--- config.mk ---
export PLATFORM = sky130hd
export DESIGN_NAME = stm_atb_source
export DESIGN_NICKNAME = d
export VERILOG_FILES = /design/src/rtl/debug_trace_pkg.sv /design/src/rtl/trace_sync_fifo.sv /design/src/rtl/stm_atb_source.sv
export SDC_FILE = /design/constraint.sdc
export NUM_CORES = 1
export LEC_CHECK = 0
export CAP_MARGIN = 30
export CORE_MARGIN = 3
export CORE_UTILIZATION = 52
export DETAILED_ROUTE_END_ITERATION = 6
export GPL_ROUTABILITY_DRIVEN = 0
export HOLD_SLACK_MARGIN = 0.12
export PLACE_DENSITY_LB_ADDON = 0.05
export SKIP_LAST_GASP = 1
export SLEW_MARGIN = 20
export SYNTH_ARGS = -nofsm -noshare
export SYNTH_HDL_FRONTEND = slang
export SYNTH_SLANG_ARGS = --single-unit
--- constraint.sdc ---
create_clock -name clk_i -period 4.53 [get_ports clk_i]
set_input_delay 0.906 -clock clk_i [delete_from_list [all_inputs] [get_ports clk_i]]
set_output_delay 0.906 -clock clk_i [all_outputs]
set_load 0.02 [all_outputs]
--- src/rtl/debug_trace_pkg.sv ---
// debug_trace_pkg: header constants, enums and beat formatting shared by the STM ATB source
package debug_trace_pkg;

    localparam logic [7:0]  HDR_DATA  = 8'h10;
    localparam logic [7:0]  HDR_OVFL  = 8'h20;
    localparam logic [63:0] SYNC_WORD = 64'h8000_0000_0000_0000;

    typedef enum logic [1:0] {SZ_1B, SZ_2B, SZ_4B, SZ_4B_ALT} size_e;
    typedef enum logic [1:0] {BT_NONE, BT_DATA, BT_OVFL, BT_SYNC} beat_e;
    typedef enum logic [2:0] {ST_OFF, ST_RUN, ST_FLUSH, ST_ACK, ST_DRAIN} state_e;

    typedef struct packed {
        logic [7:0]  channel;
        size_e       size;
        logic [31:0] data;
    } stim_t;

    function automatic size_e norm_size(input size_e s);
        return (s == SZ_4B_ALT) ? SZ_4B : s;
    endfunction

    function automatic logic [63:0] data_word(input stim_t s);
        logic [31:0] p;
        p = (s.size == SZ_1B) ? {24'b0, s.data[7:0]} :
            (s.size == SZ_2B) ? {16'b0, s.data[15:0]} : s.data;
        return {16'b0, p, s.channel, HDR_DATA | {6'b0, norm_size(s.size)}};
    endfunction

    // valid bytes minus one: two header bytes plus payload
    function automatic logic [2:0] data_bytes(input size_e s);
        return (s == SZ_1B) ? 3'd2 : (s == SZ_2B) ? 3'd3 : 3'd5;
    endfunction

endpackage

--- src/rtl/trace_sync_fifo.sv ---
// trace_sync_fifo: first-word-fall-through stimulus FIFO with full/empty flags
module trace_sync_fifo
    import debug_trace_pkg::*;
#(
    parameter int DEPTH = 16
) (
    input  logic  clk_i,
    input  logic  rst_ni,
    input  logic  i_push,
    input  stim_t i_wdata,
    input  logic  i_pop,
    output stim_t o_rdata,
    output logic  o_full,
    output logic  o_empty
);

    localparam int          AW  = $clog2(DEPTH);
    localparam logic [AW:0] ONE = 1;

    stim_t       r_mem [DEPTH];
    logic [AW:0] r_wptr;
    logic [AW:0] r_rptr;

    always_ff @(posedge clk_i) begin
        if (i_push) r_mem[r_wptr[AW-1:0]] <= i_wdata;
    end

    always_ff @(posedge clk_i or negedge rst_ni) begin
        if (!rst_ni) begin
            r_wptr <= '0;
            r_rptr <= '0;
        end else begin
            if (i_push) r_wptr <= r_wptr + ONE;
            if (i_pop) r_rptr <= r_rptr + ONE;
        end
    end

    assign o_rdata = r_mem[r_rptr[AW-1:0]];
    assign o_empty = (r_wptr == r_rptr);
    assign o_full  = (r_wptr[AW-1:0] == r_rptr[AW-1:0]) && (r_wptr[AW] != r_rptr[AW]);

endmodule

--- src/rtl/stm_atb_source.sv ---
// stm_atb_source: queues stimulus writes and emits single-beat DATA/OVFL/SYNC packets on ATB
module stm_atb_source
    import debug_trace_pkg::*;
#(
    parameter int FIFO_DEPTH  = 16,
    parameter int ATID_WIDTH  = 8,
    parameter int SYNC_PERIOD = 256
) (
    input  logic                  clk_i,
    input  logic                  rst_ni,
    input  logic                  enable_i,
    input  logic [ATID_WIDTH-1:0] trace_id_i,
    input  logic                  stim_valid_i,
    input  logic [7:0]            stim_channel_i,
    input  logic [1:0]            stim_size_i,
    input  logic [31:0]           stim_data_i,
    output logic                  atvalid_o,
    input  logic                  atready_i,
    output logic [ATID_WIDTH-1:0] atid_o,
    output logic [63:0]           atdata_o,
    output logic [2:0]            atbytes_o,
    input  logic                  afvalid_i,
    output logic                  afready_o,
    output logic                  busy_o
);

    state_e                r_state;
    state_e                w_state_nxt;
    beat_e                 r_type;
    beat_e                 w_sel;
    stim_t                 w_stim;
    stim_t                 w_head;
    logic                  w_full;
    logic                  w_empty;
    logic                  w_wr;
    logic                  w_push;
    logic                  w_drop;
    logic                  w_en_rise;
    logic                  w_data_hs;
    logic                  w_sync_hit;
    logic                  w_can_load;
    logic                  w_load;
    logic                  w_sync_ld;
    logic                  w_ovfl_ld;
    logic                  w_idle_out;
    logic                  r_en_q;
    logic                  r_sync_pend;
    logic                  r_ovfl_pend;
    logic                  r_atvalid;
    logic [7:0]            r_drop_cnt;
    logic [31:0]           r_beat_cnt;
    logic [63:0]           r_atdata;
    logic [63:0]           w_beat_data;
    logic [2:0]            r_atbytes;
    logic [2:0]            w_beat_bytes;
    logic [ATID_WIDTH-1:0] r_atid;

    assign w_stim     = '{channel: stim_channel_i, size: size_e'(stim_size_i), data: stim_data_i};
    assign w_wr       = stim_valid_i & enable_i & (r_state != ST_FLUSH);
    assign w_push     = w_wr & ~w_full;
    assign w_drop     = w_wr & w_full;
    assign w_en_rise  = enable_i & ~r_en_q;
    assign w_data_hs  = r_atvalid & atready_i & (r_type == BT_DATA);
    // the beat that completes a period hands over to SYNC on the same edge
    assign w_sync_hit = (SYNC_PERIOD != 0) && w_data_hs && ((r_beat_cnt + 32'd1) == 32'(SYNC_PERIOD));
    assign w_can_load = ~r_atvalid | atready_i;
    assign w_sel      = ((r_sync_pend | w_sync_hit) && r_state == ST_RUN && enable_i) ? BT_SYNC :
                        r_ovfl_pend ? BT_OVFL : !w_empty ? BT_DATA : BT_NONE;
    assign w_load     = w_can_load & (w_sel != BT_NONE);
    assign w_sync_ld  = w_load & (w_sel == BT_SYNC);
    assign w_ovfl_ld  = w_load & (w_sel == BT_OVFL);
    assign w_idle_out = w_empty & ~r_ovfl_pend & ~r_atvalid;

    assign w_beat_data  = (w_sel == BT_SYNC) ? SYNC_WORD :
                          (w_sel == BT_OVFL) ? {48'b0, r_drop_cnt, HDR_OVFL} : data_word(w_head);
    assign w_beat_bytes = (w_sel == BT_SYNC) ? 3'd7 :
                          (w_sel == BT_OVFL) ? 3'd1 : data_bytes(w_head.size);

    trace_sync_fifo #(.DEPTH(FIFO_DEPTH)) u_fifo (
        .clk_i   (clk_i),
        .rst_ni  (rst_ni),
        .i_push  (w_push),
        .i_wdata (w_stim),
        .i_pop   (w_load && w_sel == BT_DATA),
        .o_rdata (w_head),
        .o_full  (w_full),
        .o_empty (w_empty)
    );

    always_comb begin
        w_state_nxt = r_state;
        case (r_state)
            ST_OFF:   w_state_nxt = afvalid_i ? ST_ACK : enable_i ? ST_RUN : ST_OFF;
            ST_RUN:   w_state_nxt = !enable_i ? ST_DRAIN : afvalid_i ? ST_FLUSH : ST_RUN;
            ST_FLUSH: w_state_nxt = w_idle_out ? ST_ACK : ST_FLUSH;
            ST_ACK:   w_state_nxt = enable_i ? ST_RUN : ST_OFF;
            ST_DRAIN: w_state_nxt = w_idle_out ? ST_OFF : ST_DRAIN;
            default:  w_state_nxt = ST_OFF;
        endcase
    end

    always_ff @(posedge clk_i or negedge rst_ni) begin
        if (!rst_ni) begin
            r_state     <= ST_OFF;
            r_en_q      <= 1'b0;
            r_sync_pend <= 1'b0;
            r_ovfl_pend <= 1'b0;
            r_drop_cnt  <= '0;
            r_beat_cnt  <= '0;
        end else begin
            r_state     <= w_state_nxt;
            r_en_q      <= enable_i;
            r_sync_pend <= w_en_rise | (enable_i & ~w_sync_ld & (r_sync_pend | w_sync_hit));
            r_ovfl_pend <= w_ovfl_ld ? w_drop : (r_ovfl_pend | w_drop);
            r_drop_cnt  <= w_ovfl_ld ? {7'b0, w_drop} :
                           (w_drop && r_drop_cnt != 8'hFF) ? r_drop_cnt + 8'd1 : r_drop_cnt;
            r_beat_cnt  <= w_sync_ld ? '0 : w_data_hs ? r_beat_cnt + 32'd1 : r_beat_cnt;
        end
    end

    always_ff @(posedge clk_i or negedge rst_ni) begin
        if (!rst_ni) begin
            r_atvalid <= 1'b0;
            r_type    <= BT_NONE;
            r_atdata  <= '0;
            r_atbytes <= '0;
            r_atid    <= '0;
        end else if (w_can_load) begin
            r_atvalid <= w_load;
            if (w_load) begin
                r_type    <= w_sel;
                r_atdata  <= w_beat_data;
                r_atbytes <= w_beat_bytes;
                r_atid    <= trace_id_i;
            end
        end
    end

    assign atvalid_o = r_atvalid;
    assign atdata_o  = r_atdata;
    assign atbytes_o = r_atbytes;
    assign atid_o    = r_atid;
    assign afready_o = (r_state == ST_ACK);
    assign busy_o    = ~w_empty | r_atvalid | r_sync_pend | r_ovfl_pend;

endmodule

==> flow_summary.toml, run 1 <==
[outcome]
status = "finished clean"

[place]
port_buffers = 114
dp_hpwl_um = 37200

[drt]
met2_length_um = 33600
routedLengthMet1_um = 28700
wl_met3_um = 3490
ant_nets = 0
vias_per_cell = 6.00
num_vias = 15300
finalWirelength_um = 67400
drc = 0
highest_layer = "met5"
first_pass_iters = 5
drt-initial-drc-count = 1159
detail_route.wl_per_cell_um = 26.4

[sta]
min_period_over_period_pct = 84.0
period_needed_ns = 3.81
setup_viol = 0
clock.fmax_mhz = 263
fin_hold_ws_ns = 0.389
setup_tns_ns = 0
finalClockSkew_ns = 0.0301
max_slew_margin_pct = 33.3
rsz0062_at_grt = "no"
hold_viol_final = 0
worst_pin_slew_ns = 0.988
slew_violations = 0

[power_and_ir_drop]
p_leak_nw = 12.0
ir_worst_vdd_v = 0.000397
power_density_nw_per_um2 = 588

[global_route]
grt_pass1_vias = 15700
grt_util_all_layers_pct = 21.8
grt_max_degree = 103
antenna_found_initial = 3
grt_pass1_wl_um = 101000
grt_remaining_overflow = 0

[floorplan]
dieArea_sq_um = 63000
dieWidth_um = 251
core-area_sq_um = 59200
floorplan.rows = 89
ios = 134
die_h_um = 251
initial_core_util_pct = 52.7

[yosys]
synth_ff_type = "edfxtp_1"
synthCells = 1554
ys_seq_area_share_pct = 73.9
yosys.area.top_type = "edfxtp_1"
syn_area_sq_um = 31200
syn_area_per_cell_sq_um = 20.1
synth_edf_count = 672
yosysMostFrequentCell = "edfxtp_1"
yosys_warnings = 0
synth-seq-cells = 787
ys_async_sr_fraction_pct = 14.6
synthTopCellsByCount = "672 x edfxtp_1, 210 x mux4_2, 115 x dfrtp_1"
netlist_top_cells_area = "edfxtp_1 65%, mux4_2 15%, dfrtp_1 9.2%"
netlist.area_leader.share_pct = 64.7
yosysUniqueCellTypes = 71

[cells_and_area]
multi_input_area_sq_um = 7790
area_growth_pct = 15.8
layout.nets = 1775
regArea_sq_um = 23100
fillCellCount = 4236
drive_above_1_share_pct = 23.4

[worst_setup_path]
critPathKind = "reg -> out"
r2r_cells = 11
crit_fanout = 10
cp-end-kind = "primary output"
cp.required_ns = 3.62
rrSetupSlack_ns = 0.81
start_kind = "register"
cp.arrival_ns = 2.90

[clock_network]
clock_latency_ns = 0.62
h-tree-depth = 3
numCtsBuffers = 81
post_cts_resized = 0
clk_path_buf_depth = 3
cts_setup_buffers = 0
clock_sinks = 787
cts-root-buf = "clkbuf_16"
hold_buffers = 0
cts_tree = "done"
clk_pin_slew_worst_paths_ns = 0.06

[worst_hold_path]
min_path_type = "in -> async"

[flow_run]
maxCapViolations = 0
## routing by layer
metal,up-vias,track usage (%)
li1,6629,-
met1,8130,30.6
met2,439,35.6
met3,112,4.03
met4,2,6.33
met5,-,0
## cells by family (layout without fill, tap and decap cells)
kind of cell | count (synthesis) | in the layout | synth area share, %
and+or+nand+nor | 266 | 266 | 4.42
DFF | 787 | 787 | 73.9
other | 1 | 21 | 0.0120
xor gates and xnor gates | 54 | 54 | 1.52
AOI/OAI and AO/OA | 102 | 102 | 2.49
buffers and inverters | 116 | 323 | 1.83
adders and majority gates | 8 | 8 | 0.321
muxes | 220 | 220 | 15.5
## area by class of cell
type | instances | area share [%]
clock inverters | 46 | 1.26
repair buffers | 161 | 4.46
inverters | 11 | 0.114
clock buffers | 105 | 6.06
multi-input cells | 669 | 21.6
diodes | 2 | 0.0139
flip-flops and latches | 787 | 63.9
well taps | 773 | 2.68
## worst max-delay path, stage by stage, from the launching register on
cell	delay (ns)
dfrtp_1	0.72
xnor2_1	0.18
nand4_1	0.26
nor2_1	0.23
nand2_1	0.09
nor2_1	0.17
nand2_1	0.09
clkdlybuf4s50_1	0.53
## layout by cell type (no fill, tap or decap), types with 9 or more instances in the layout
cell type / n
xor2_1: 25
xnor2_1: 29
inv_1: 11
clkinv_1: 23
clkdlybuf4s50_1: 113
a21oi_1: 16
nand2_1: 50
nand3_1: 17
edfxtp_1: 672
buf_4: 39
dfrtp_1: 111
and3_1: 10
a22o_1: 25
clkinv_2: 10
o21ai_0: 9
o22ai_1: 9
mux4_2: 210
nor3_1: 21
nor2_4: 13
conb_1: 19
clkbuf_16: 82
nor2_1: 77
nand4_1: 20
clkbuf_1: 18
## per-stage QoR
step	utilization, %	power, W	instance area [sq um]	setup WS (ns)	std cells
3_5_place_dp	56.5	0.0149	33500	0.627	2400
2_1_floorplan	-	0.0130	31300	0.635	1572
4_1_cts	60.9	0.0215	36100	0.687	2551
5_1_grt	61.0	0.0222	36100	0.527	2554
3_3_place_gp	56.4	0.0148	33400	0.651	2399
6_report	61.0	0.0212	36100	0.723	2554
## registers in the layout, indices dropped and copies added, names as in the netlist
| signal | count |
|---|---|
| r_state | 3 |
| atbytes_o | 3 |
| r_beat_cnt | 32 |
| u_fifo.r_wptr | 5 |
| atid_o | 8 |
| u_fifo.r_rptr | 5 |
| r_sync_pend | 1 |
| u_fifo.r_mem | 672 |
| r_type | 2 |
| r_drop_cnt | 8 |
| atvalid_o | 1 |
| r_en_q | 1 |
| r_ovfl_pend | 1 |
| atdata_o | 45 |
## where the power goes
part	internal (W)	switching, W
Combinational	0.00291	0.00281
Clock	0.00387	0.00268
Sequential	0.00847	0.000487
## final timing paths
check,startpoint,endpoint
worst max-delay path,u_fifo.r_wptr[2],busy_o
worst min-delay path,rst_ni,r_beat_cnt[18]
worst max register to register,r_beat_cnt[0],atdata_o[41]
worst min register to register,atdata_o[5],atdata_o[5]
max in group asynchronous,rst_ni,r_drop_cnt[6]
min in group clk_i,atdata_o[5],atdata_o[5]
Power figures use the tool's default switching activity.
==> inputs of run 2 (changes only) <==
==> constraint.sdc (replaced) <==
create_clock -name clk_i -period 3.4 [get_ports clk_i]
set_input_delay 0.68 -clock clk_i [delete_from_list [all_inputs] [get_ports clk_i]]
set_output_delay 0.68 -clock clk_i [all_outputs]
set_load 0.02 [all_outputs]
==> run 2 against run 1 <==
Sequential power up 32%. Critical endpoint is now atdata_o[19]. Critical path type is now reg -> reg. Sequential share of layout area down 0.99 points. Routed wire length up 2.0%. First-iteration DRC count up 9.2%. Highest routed layer unchanged. Combinational power up 42%. Clock skew down 0.0010 ns.
==> flow_summary.toml, run 2 (same netlist as run 1, synthesis figures left out) <==
[outcome]
status = "finished clean"

[drt]
num_vias = 15500
finalWirelength_um = 68700
ant_nets = 0
vias_per_cell = 6.00
drc = 0
first_pass_iters = 5
drt-initial-drc-count = 1266
detail_route.wl_per_cell_um = 26.6

[floorplan]
dieWidth_um = 251
core-area_sq_um = 59200
ios = 134
initial_core_util_pct = 52.7
floorplan.rows = 89
dieArea_sq_um = 63000
die_h_um = 251

[sta]
setup_viol = 0
max_slew_margin_pct = 38.2
period_needed_ns = 3.16
rsz0062_at_grt = "no"
worst_pin_slew_ns = 0.927
fin_hold_ws_ns = 0.488
clock.fmax_mhz = 317
setup_tns_ns = 0
min_period_over_period_pct = 92.9
hold_viol_final = 0
slew_violations = 0
finalClockSkew_ns = 0.0290

[global_route]
use_met3_pct = 3.55
grt_util_all_layers_pct = 22.4
use_met2_pct = 36.7
grt_pass1_wl_um = 104000
grt.busiest_layer = "met2"
grt_max_degree = 78
grt_remaining_overflow = 0
grt_pass1_vias = 16000
antenna_found_initial = 3
grt_use_met1_pct = 31.7

[clock_network]
numCtsBuffers = 81
clock_latency_ns = 0.62
cts_tree = "done"
clk_pin_slew_worst_paths_ns = 0.06
clock_sinks = 787
h-tree-depth = 3
cts-root-buf = "clkbuf_16"
clk_path_buf_depth = 3

[power_and_ir_drop]
ir_worst_vdd_v = 0.000663
power_density_nw_per_um2 = 771
p_leak_nw = 12.2

[worst_setup_path]
reg2reg_from = "r_beat_cnt[9]"
cp.required_ns = 3.88
crit_start = "r_beat_cnt[9]"
reg2reg_to = "atdata_o[19]"
rrSetupSlack_ns = 0.24
cp.arrival_ns = 3.64
start_kind = "register"
r2r_cells = 12
critPathKind = "reg -> reg"
crit_fanout = 13
cp-end-kind = "register"

[cells_and_area]
layout.cells.non_filler = 2585
final_common_cell = "edfxtp_1"
layout.nets = 1813
area_growth_pct = 17.6
largest_reg_flops = 672
drive_above_1_share_pct = 24.8
layout_common_cells = "672 x edfxtp_1, 210 x mux4_2, 112 x clkdlybuf4s50_1"

[place]
dp_hpwl_um = 38600
port_buffers = 114
placed_cells = 2435

[flow_run]
maxCapViolations = 0

[worst_hold_path]
min_from = "atdata_o[5]"
min_path_type = "reg -> reg"
hold_end = "atdata_o[5]"
hold_depth = 1
## run 2: cell types whose count changed in the layout (fill, tap and decap cells not counted), sizes merged
cell	change
inv	-2
clkbuf	+2
bufinv	-4
clkdlybuf4s50	-1
dlygate4sd3	+1
dlymetal6s2s	+1
buf	+37
clkinv	-3
## run 2: worst max-delay path, stage by stage (launching register included)
cell,delay (ns)
dfrtp_1,0.49
nand4_1,0.31
nor4_4,0.50
o2bb2ai_1,0.18
o21ai_0,0.14
nor4b_2,0.38
nand4_1,0.20
nand2_2,0.13
nor2_4,0.05
buf_12,0.17
buf_12,0.14
buf_12,0.12
a22o_1,0.23
## run 2: what timing repair did
item                       CTS  global route
hold endpoints to repair    56             0
hold buffers                 1             0
resized for setup            0             2
buffers inserted             0             3
setup endpoints to repair    0             7
## run 2: worst max-delay path by stage
stage / end / slack [ns] / depth (start not counted)
CTS: busy_o / 0.005 / 7
global route: atdata_o[22] / 0.003 / 12
finish: atdata_o[19] / 0.24 / 12
detailed placement: atdata_o[13] / -0.07 / 10
floorplan: u_fifo.r_mem[7][0] / -0.41 / 7
global placement: atdata_o[13] / -0.04 / 10
## run 2: final cells by class
| type | instances | area (sq um) |
|---|---|---|
| Multi-Input combinational cell | 669 | 7790 |
| Clock inverter | 37 | 287 |
| Clock buffer | 107 | 2230 |
| Inverter | 11 | 41.3 |
| Antenna cell | 2 | 5.00 |
| Sequential cell | 787 | 23100 |
| Tap cell | 773 | 967 |
| Timing Repair Buffer | 199 | 2310 |
| Fill cell | 4215 | 22500 |
## run 2: power by group
part           internal (W)  total [W]  switching (W)
registers            0.0113     0.0118       0.000474
logic               0.00410    0.00813        0.00403
clock network       0.00490    0.00840        0.00350
## run 2: routing by layer
layer	up-vias	wire length, um
li1	6703	-
met1	8244	29200
met2	451	34300
met3	108	3480
met4	2	1780
met5	-	14
## run 2: through the flow
| step | power [W] | cell area (sq um) | setup WS, ns | utilization [%] |
|---|---|---|---|---|
| 6_report | 0.0283 | 36700 | 0.242 | 61.9 |
| 5_1_grt | 0.0295 | 36700 | 0.00336 | 61.9 |
| 4_1_cts | 0.0286 | 36600 | 0.00488 | 61.9 |
| 3_5_place_dp | 0.0202 | 34100 | -0.0724 | 57.6 |
| 3_3_place_gp | 0.0201 | 34100 | -0.0368 | 57.6 |
| 2_1_floorplan | 0.0173 | 31300 | -0.412 | - |
